## src/rtl/pipe_hazard_unit.sv

```systemverilog
// Hazard and forwarding controller for the in-order pipeline: shadows in-flight destinations and decides stall/bubble/forward at decode.
// Optional feature macro HAZ_FWD_EN: forwarding plus load-use stall; undefined waits for write-back instead.
module pipe_hazard_unit #(
    parameter int  RF_ADDRESS = 5,
    parameter int  DEPTH      = 3,
    parameter int  LOAD_STAGE = 2,
    parameter int  CNT_W      = 32,
    localparam int SEL_W      = $clog2(DEPTH + 1)
) (
    input  logic                  clk,
    input  logic                  reset_n,
    input  logic                  id_valid,
    input  logic [RF_ADDRESS-1:0] id_rs1,
    input  logic [RF_ADDRESS-1:0] id_rs2,
    input  logic                  id_rs1_used,
    input  logic                  id_rs2_used,
    input  logic [RF_ADDRESS-1:0] id_rd,
    input  logic                  id_regwrite,
    input  logic                  id_memread,
    input  logic                  flush,
    output logic                  stall_o,
    output logic [SEL_W-1:0]      ex_fwd_a,
    output logic [SEL_W-1:0]      ex_fwd_b,
    output logic [CNT_W-1:0]      stall_cnt,
    output logic [CNT_W-1:0]      flush_cnt
);

    // The write-back slot is never consulted (regfile writes through), so only EX..DEPTH-1 are kept.
    logic [DEPTH-1:1]      sh_vld;
    logic [DEPTH-1:1]      sh_rw;
    logic [RF_ADDRESS-1:0] sh_rd [1:DEPTH-1];

    logic [DEPTH-1:1] match_a;
    logic [DEPTH-1:1] match_b;
    logic             hazard;
    logic             advance;

    always_comb begin
        match_a = '0;
        match_b = '0;
        for (int s = 1; s < DEPTH; s++) begin
            match_a[s] = id_valid & id_rs1_used & (id_rs1 != '0) &
                         sh_vld[s] & sh_rw[s] & (sh_rd[s] == id_rs1);
            match_b[s] = id_valid & id_rs2_used & (id_rs2 != '0) &
                         sh_vld[s] & sh_rw[s] & (sh_rd[s] == id_rs2);
        end
    end

    // A taken branch overrides any stall so the PC can take the target.
    assign stall_o = hazard & ~flush;
    assign advance = id_valid & ~stall_o & ~flush;

`ifdef HAZ_FWD_EN
    logic [DEPTH-1:1] sh_ld;
    logic [DEPTH-1:1] early;

    // Loads whose data does not yet exist when the consumer would reach EX.
    always_comb begin
        early = '0;
        for (int s = 1; s < DEPTH; s++)
            early[s] = (s < LOAD_STAGE);
    end

    assign hazard = |((match_a | match_b) & sh_ld & early);

    function automatic logic [SEL_W-1:0] youngest_sel(input logic [DEPTH-1:1] m);
        logic [SEL_W-1:0] sel;
        sel = '0;
        for (int s = DEPTH - 1; s >= 1; s--)
            if (m[s])
                sel = SEL_W'(s + 1);
        return sel;
    endfunction

    // The producer will have advanced one stage by the time the consumer is in EX.
    always_ff @(posedge clk or negedge reset_n) begin
        if (!reset_n) begin
            ex_fwd_a <= '0;
            ex_fwd_b <= '0;
        end else if (advance) begin
            ex_fwd_a <= youngest_sel(match_a);
            ex_fwd_b <= youngest_sel(match_b);
        end else begin
            ex_fwd_a <= '0;
            ex_fwd_b <= '0;
        end
    end
`else
    logic           unused_memread;
    localparam int  UNUSED_LOAD_STAGE = LOAD_STAGE;

    assign unused_memread = id_memread;
    assign hazard         = |(match_a | match_b);
    assign ex_fwd_a       = '0;
    assign ex_fwd_b       = '0;
`endif

    always_ff @(posedge clk or negedge reset_n) begin
        if (!reset_n) begin
            sh_vld <= '0;
            sh_rw  <= '0;
            for (int s = 1; s < DEPTH; s++)
                sh_rd[s] <= '0;
`ifdef HAZ_FWD_EN
            sh_ld  <= '0;
`endif
        end else begin
            sh_vld[1] <= advance;
            sh_rw[1]  <= id_regwrite;
            sh_rd[1]  <= id_rd;
`ifdef HAZ_FWD_EN
            sh_ld[1]  <= id_memread;
`endif
            for (int s = 2; s < DEPTH; s++) begin
                sh_vld[s] <= sh_vld[s-1];
                sh_rw[s]  <= sh_rw[s-1];
                sh_rd[s]  <= sh_rd[s-1];
`ifdef HAZ_FWD_EN
                sh_ld[s]  <= sh_ld[s-1];
`endif
            end
        end
    end

    // Saturating performance counters.
    always_ff @(posedge clk or negedge reset_n) begin
        if (!reset_n) begin
            stall_cnt <= '0;
            flush_cnt <= '0;
        end else begin
            if (stall_o && (stall_cnt != '1))
                stall_cnt <= stall_cnt + CNT_W'(1);
            if (flush && (flush_cnt != '1))
                flush_cnt <= flush_cnt + CNT_W'(1);
        end
    end

endmodule

```

## config.mk

```make
export PLATFORM = sky130hd
export DESIGN_NAME = pipe_hazard_unit
export DESIGN_NICKNAME = d
export VERILOG_FILES = /design/src/rtl/pipe_hazard_unit.sv
export SDC_FILE = /design/constraint.sdc
export NUM_CORES = 1
export LEC_CHECK = 0
export ABC_CLOCK_PERIOD_IN_PS = 2730
export BUFFER_PORTS_ARGS = -buffer_cell sky130_fd_sc_hd__buf_2
export CORE_MARGIN = 5
export CORE_UTILIZATION = 40
export CTS_CLUSTER_DIAMETER = 120
export CTS_CLUSTER_SIZE = 8
export DETAILED_ROUTE_END_ITERATION = 12
export GPL_ROUTABILITY_DRIVEN = 0
export MAX_ROUTING_LAYER = met4
export SLEW_MARGIN = 0
export SYNTH_ARGS = -nofsm -noshare
export SYNTH_HDL_FRONTEND = slang
export SYNTH_SLANG_ARGS = --single-unit
```

## constraint.sdc

```tcl
create_clock -name clk -period 2.73 [get_ports clk]
set_clock_uncertainty 0.15 [all_clocks]
set_input_delay 0.546 -clock clk [delete_from_list [all_inputs] [get_ports clk]]
set_output_delay 0.546 -clock clk [all_outputs]
set_load 0.05 [all_outputs]
```

==> key figures <==
Synth
  – Post-Syn Area: between 0.003 and 0.004 mm²
  – Post-synthesis cell count: about 340
  – Unique cell type count in the Yosys netlist: 35
  – Synth Area per Inst: ~11 µm²
  – Async S/R FF share, synth: 1.00
  – Top_reg_cell synth: dfrtp_1
  – Post-synthesis register bit count: 78
  – Post-synthesis sequential area ratio: 0.526
  – Yosys warns: 0
  – Number of synthesized flops with an enable pin: 0

CTS
  – Number of clock sinks: 78
  – CTS Root Cell: clkbuf_8
  – CTS Hold Bufs: 0
  – Worst-path clk slew: 80 ps
  – Max clock buf depth: 2
  – Worst skew pair latency: 330 ps
  – Htree depth: 3
  – Cts bufs inserted: 9
  – CTS tree: yes

Critical path
  – Crit path max fanout: 3
  – CP startpoint kind: input port
  – R2R setup slack: about 250 ps
  – Critical path class: in2out
  – Worst EP required: 2030 ps
  – Arrival @ worst endpoint: 2020 ps
  – Worst Setup SP: id_rs2[2]
  – RR Startpoint: sh_rd[2]
  – Critical Path End Type: output pin

Die
  – Site Rows: 35
  – Die area: approximately 0.011 mm²
  – Die X: between 100 and 150 µm
  – Initial Utilization: 0.406
  – # IOs: 92
  – CORE AREA: ~0.009 mm²
  – Vert. Die Dim: around 110 µm

Finish
  – Cell Count, Final, Fillers Out: between 500 and 600
  – Multi-input gate area: roughly 0.0017 mm²
  – Fillers: 865
  – Layout cells sized above 1: 0.295
  – Fin nets: 467
  – Area Overhead vs Synth: 24.8%
  – ANT cells: 0
  – Seq. cell area: slightly below 0.002 mm²
  – Post-Route Utilization: 0.506

GRT
  – Global-route wire length before repair: approximately 14 mm
  – Total GRT Usage: 0.156
  – Largest net degree at the start of global routing: 41
  – Initial antenna violation count: 0
  – Gr ovfl total: 0
  – Vias in the first global route: 2841

Drt
  – Drt wl/cell: roughly 15 µm
  – Drc violations: 0
  – Post-DR vias/cell: between 5 and 6
  – DR pass1 iterations: 4
  – 1st-iter DRT viols: 92
  – Post-route ant nets: 0
  – WL final: just over 8 mm
  – Vias: approximately 2.8k

Pwr
  – PwrDens: slightly below 600 mW/mm²
  – Combinational Power Share: 0.166
  – Pint: roughly 1.9 mW
  – Sequential share of power: 0.482
  – Max rail drop VDD: between 0.2 and 0.3 mV
  – Leakage power: around 2.2 nW
  – Switching power: 0.818 mW
  – Tot Pwr: between 2 and 3 mW
  – Switching Fraction: 0.302
  – Clock share of power: 0.352

Timing
  – Final setup viols: 0
  – Max Fclk: ~370 MHz
  – Final Cycle Share: 0.994
  – Slew HR: 0.576
  – Min Tclk post-route: 2710 ps
  – Hold Fails Final Rpt: 0
  – RSZ-0062 raised after global routing: true
  – Setup ws final: around 16 ps
  – Fin. max-slew vios: 0
  – Actual slew at the worst max-slew pin: 631 ps

Status
  – Outcome: complete, no violations

Placement
  – Detail Placement HPWL: between 6 and 7 mm
  – Placed insts: 540
  – Pre-CTS WS: -10.1 ps
  – Port Buffers: 86

Worst hold path
  – Worst Hold Class: in2async

Run
  – Max Cap Violations: 0
-- metrics by stage --
stage               area [µm²]  setup TNS [ps]  hold WS [ps]
finish                    4630               0          15.3
global route              4630           -20.7          46.4
CTS                       4590               0          32.9
detailed placement        4360           -10.1           238
global placement          4360           -7.35           227
floorplan                 3730               0           100
-- kinds of logic (layout without fill, tap and decap cells) --
| logic type | Yosys count | in the layout | synth area share |
|---|---|---|---|
| DFF | 78 | 78 | 0.526 |
| xor gates and xnor gates | 79 | 79 | 0.186 |
| and+or+nand+nor | 149 | 149 | 0.221 |
| buffers and inverters | 13 | 121 | 0.0216 |
| AOI/OAI and AO/OA | 10 | 10 | 0.0256 |
| adders and majority gates | 2 | 2 | 0.00674 |
| muxes | 4 | 4 | 0.0121 |
| other | 1 | 4 | 0.00101 |
-- what timing repair did --
item	in CTS	in global routing
buffers inserted	1	1
resized for setup	2	6
pin swaps	1	5
endpoints found under the setup margin	1	1
-- state kept, by name (all words and copies together), names as in the netlist --
signal	flops
stall_cnt	32
sh_vld	2
flush_cnt	32
sh_rw	2
sh_rd	10
-- synthesized netlist by cell type (2+ instances only) --
| cell type | count | area [µm²] |
|---|---|---|
| a21oi_1 | 2 | 10.0 |
| inv_1 | 6 | 22.5 |
| nor3_1 | 10 | 50.1 |
| buf_6 | 2 | 22.5 |
| xnor2_1 | 64 | 561 |
| and4_1 | 11 | 96.3 |
| xor2_1 | 15 | 131 |
| ha_1 | 2 | 25.0 |
| mux2_2 | 4 | 45.0 |
| buf_4 | 4 | 30.0 |
| and2_1 | 4 | 25.0 |
| nand3_2 | 3 | 30.0 |
| nand3_1 | 26 | 130 |
| o211ai_2 | 2 | 25.0 |
| and3_1 | 6 | 37.5 |
| dfrtp_1 | 78 | 1950 |
| nand4_1 | 26 | 163 |
| nor4_1 | 3 | 18.8 |
| nor2_1 | 19 | 71.3 |
| a31oi_1 | 2 | 12.5 |
| nor4b_1 | 2 | 17.5 |
| nand2_1 | 32 | 120 |
-- worst paths after layout --
path                                      end  cells after the start
worst max-delay path                  stall_o                      7
worst min-delay path            stall_cnt[17]                      1
worst max register to register   stall_cnt[1]                      9
worst min register to register      sh_vld[2]                      0
max in group asynchronous        flush_cnt[6]                      2
min in group clk                     sh_rd[7]                      1
-- metal layers --
layer,GRT usage,share of wire
met4,0.0500,0.010
met3,0.0340,0.044
met5,-,0
met1,0.203,0.47
met2,0.245,0.48
-- placed cells by master (no fill, tap or decap), types with 3 or more instances in the layout --
cell and count:
buf_2 82, dfrtp_1 78, xnor2_1 64, nand2_1 32
nand4_1 26, nand3_1 26, nor2_1 19, xor2_1 15
buf_4 12, and4_1 11, nor3_1 10, clkbuf_8 10
inv_1 6, and3_1 6, and2_1 4, mux2_2 4
conb_1 4, nand3_2 3, buf_6 3
-- critical path: stages --
cell and delay [ps]:
buf_6 100, or3_1 370, o311a_1 360, nor4b_4 140
o211ai_2 240, a21oi_2 110, buf_6 160
-- power groups by stage --
stage               registers, mW  logic, mW  clock network (mW)
floorplan                    1.49      0.131                   0
global placement             1.33      0.444                   0
detailed placement           1.33      0.451                   0
CTS                          1.31      0.452               0.985
global route                 1.32      0.483                1.04
finish                       1.30      0.450               0.953
-- final cells by class --
type	count	area share
Clock inverter	6	0.0184
Multi-Input combinational cell	248	0.372
Timing Repair Buffer	99	0.124
Tap cell	111	0.0300
Inverter	6	0.00486
Sequential cell	78	0.421
Clock buffer	10	0.0297
No activity file was read; power rests on OpenSTA's default activity.
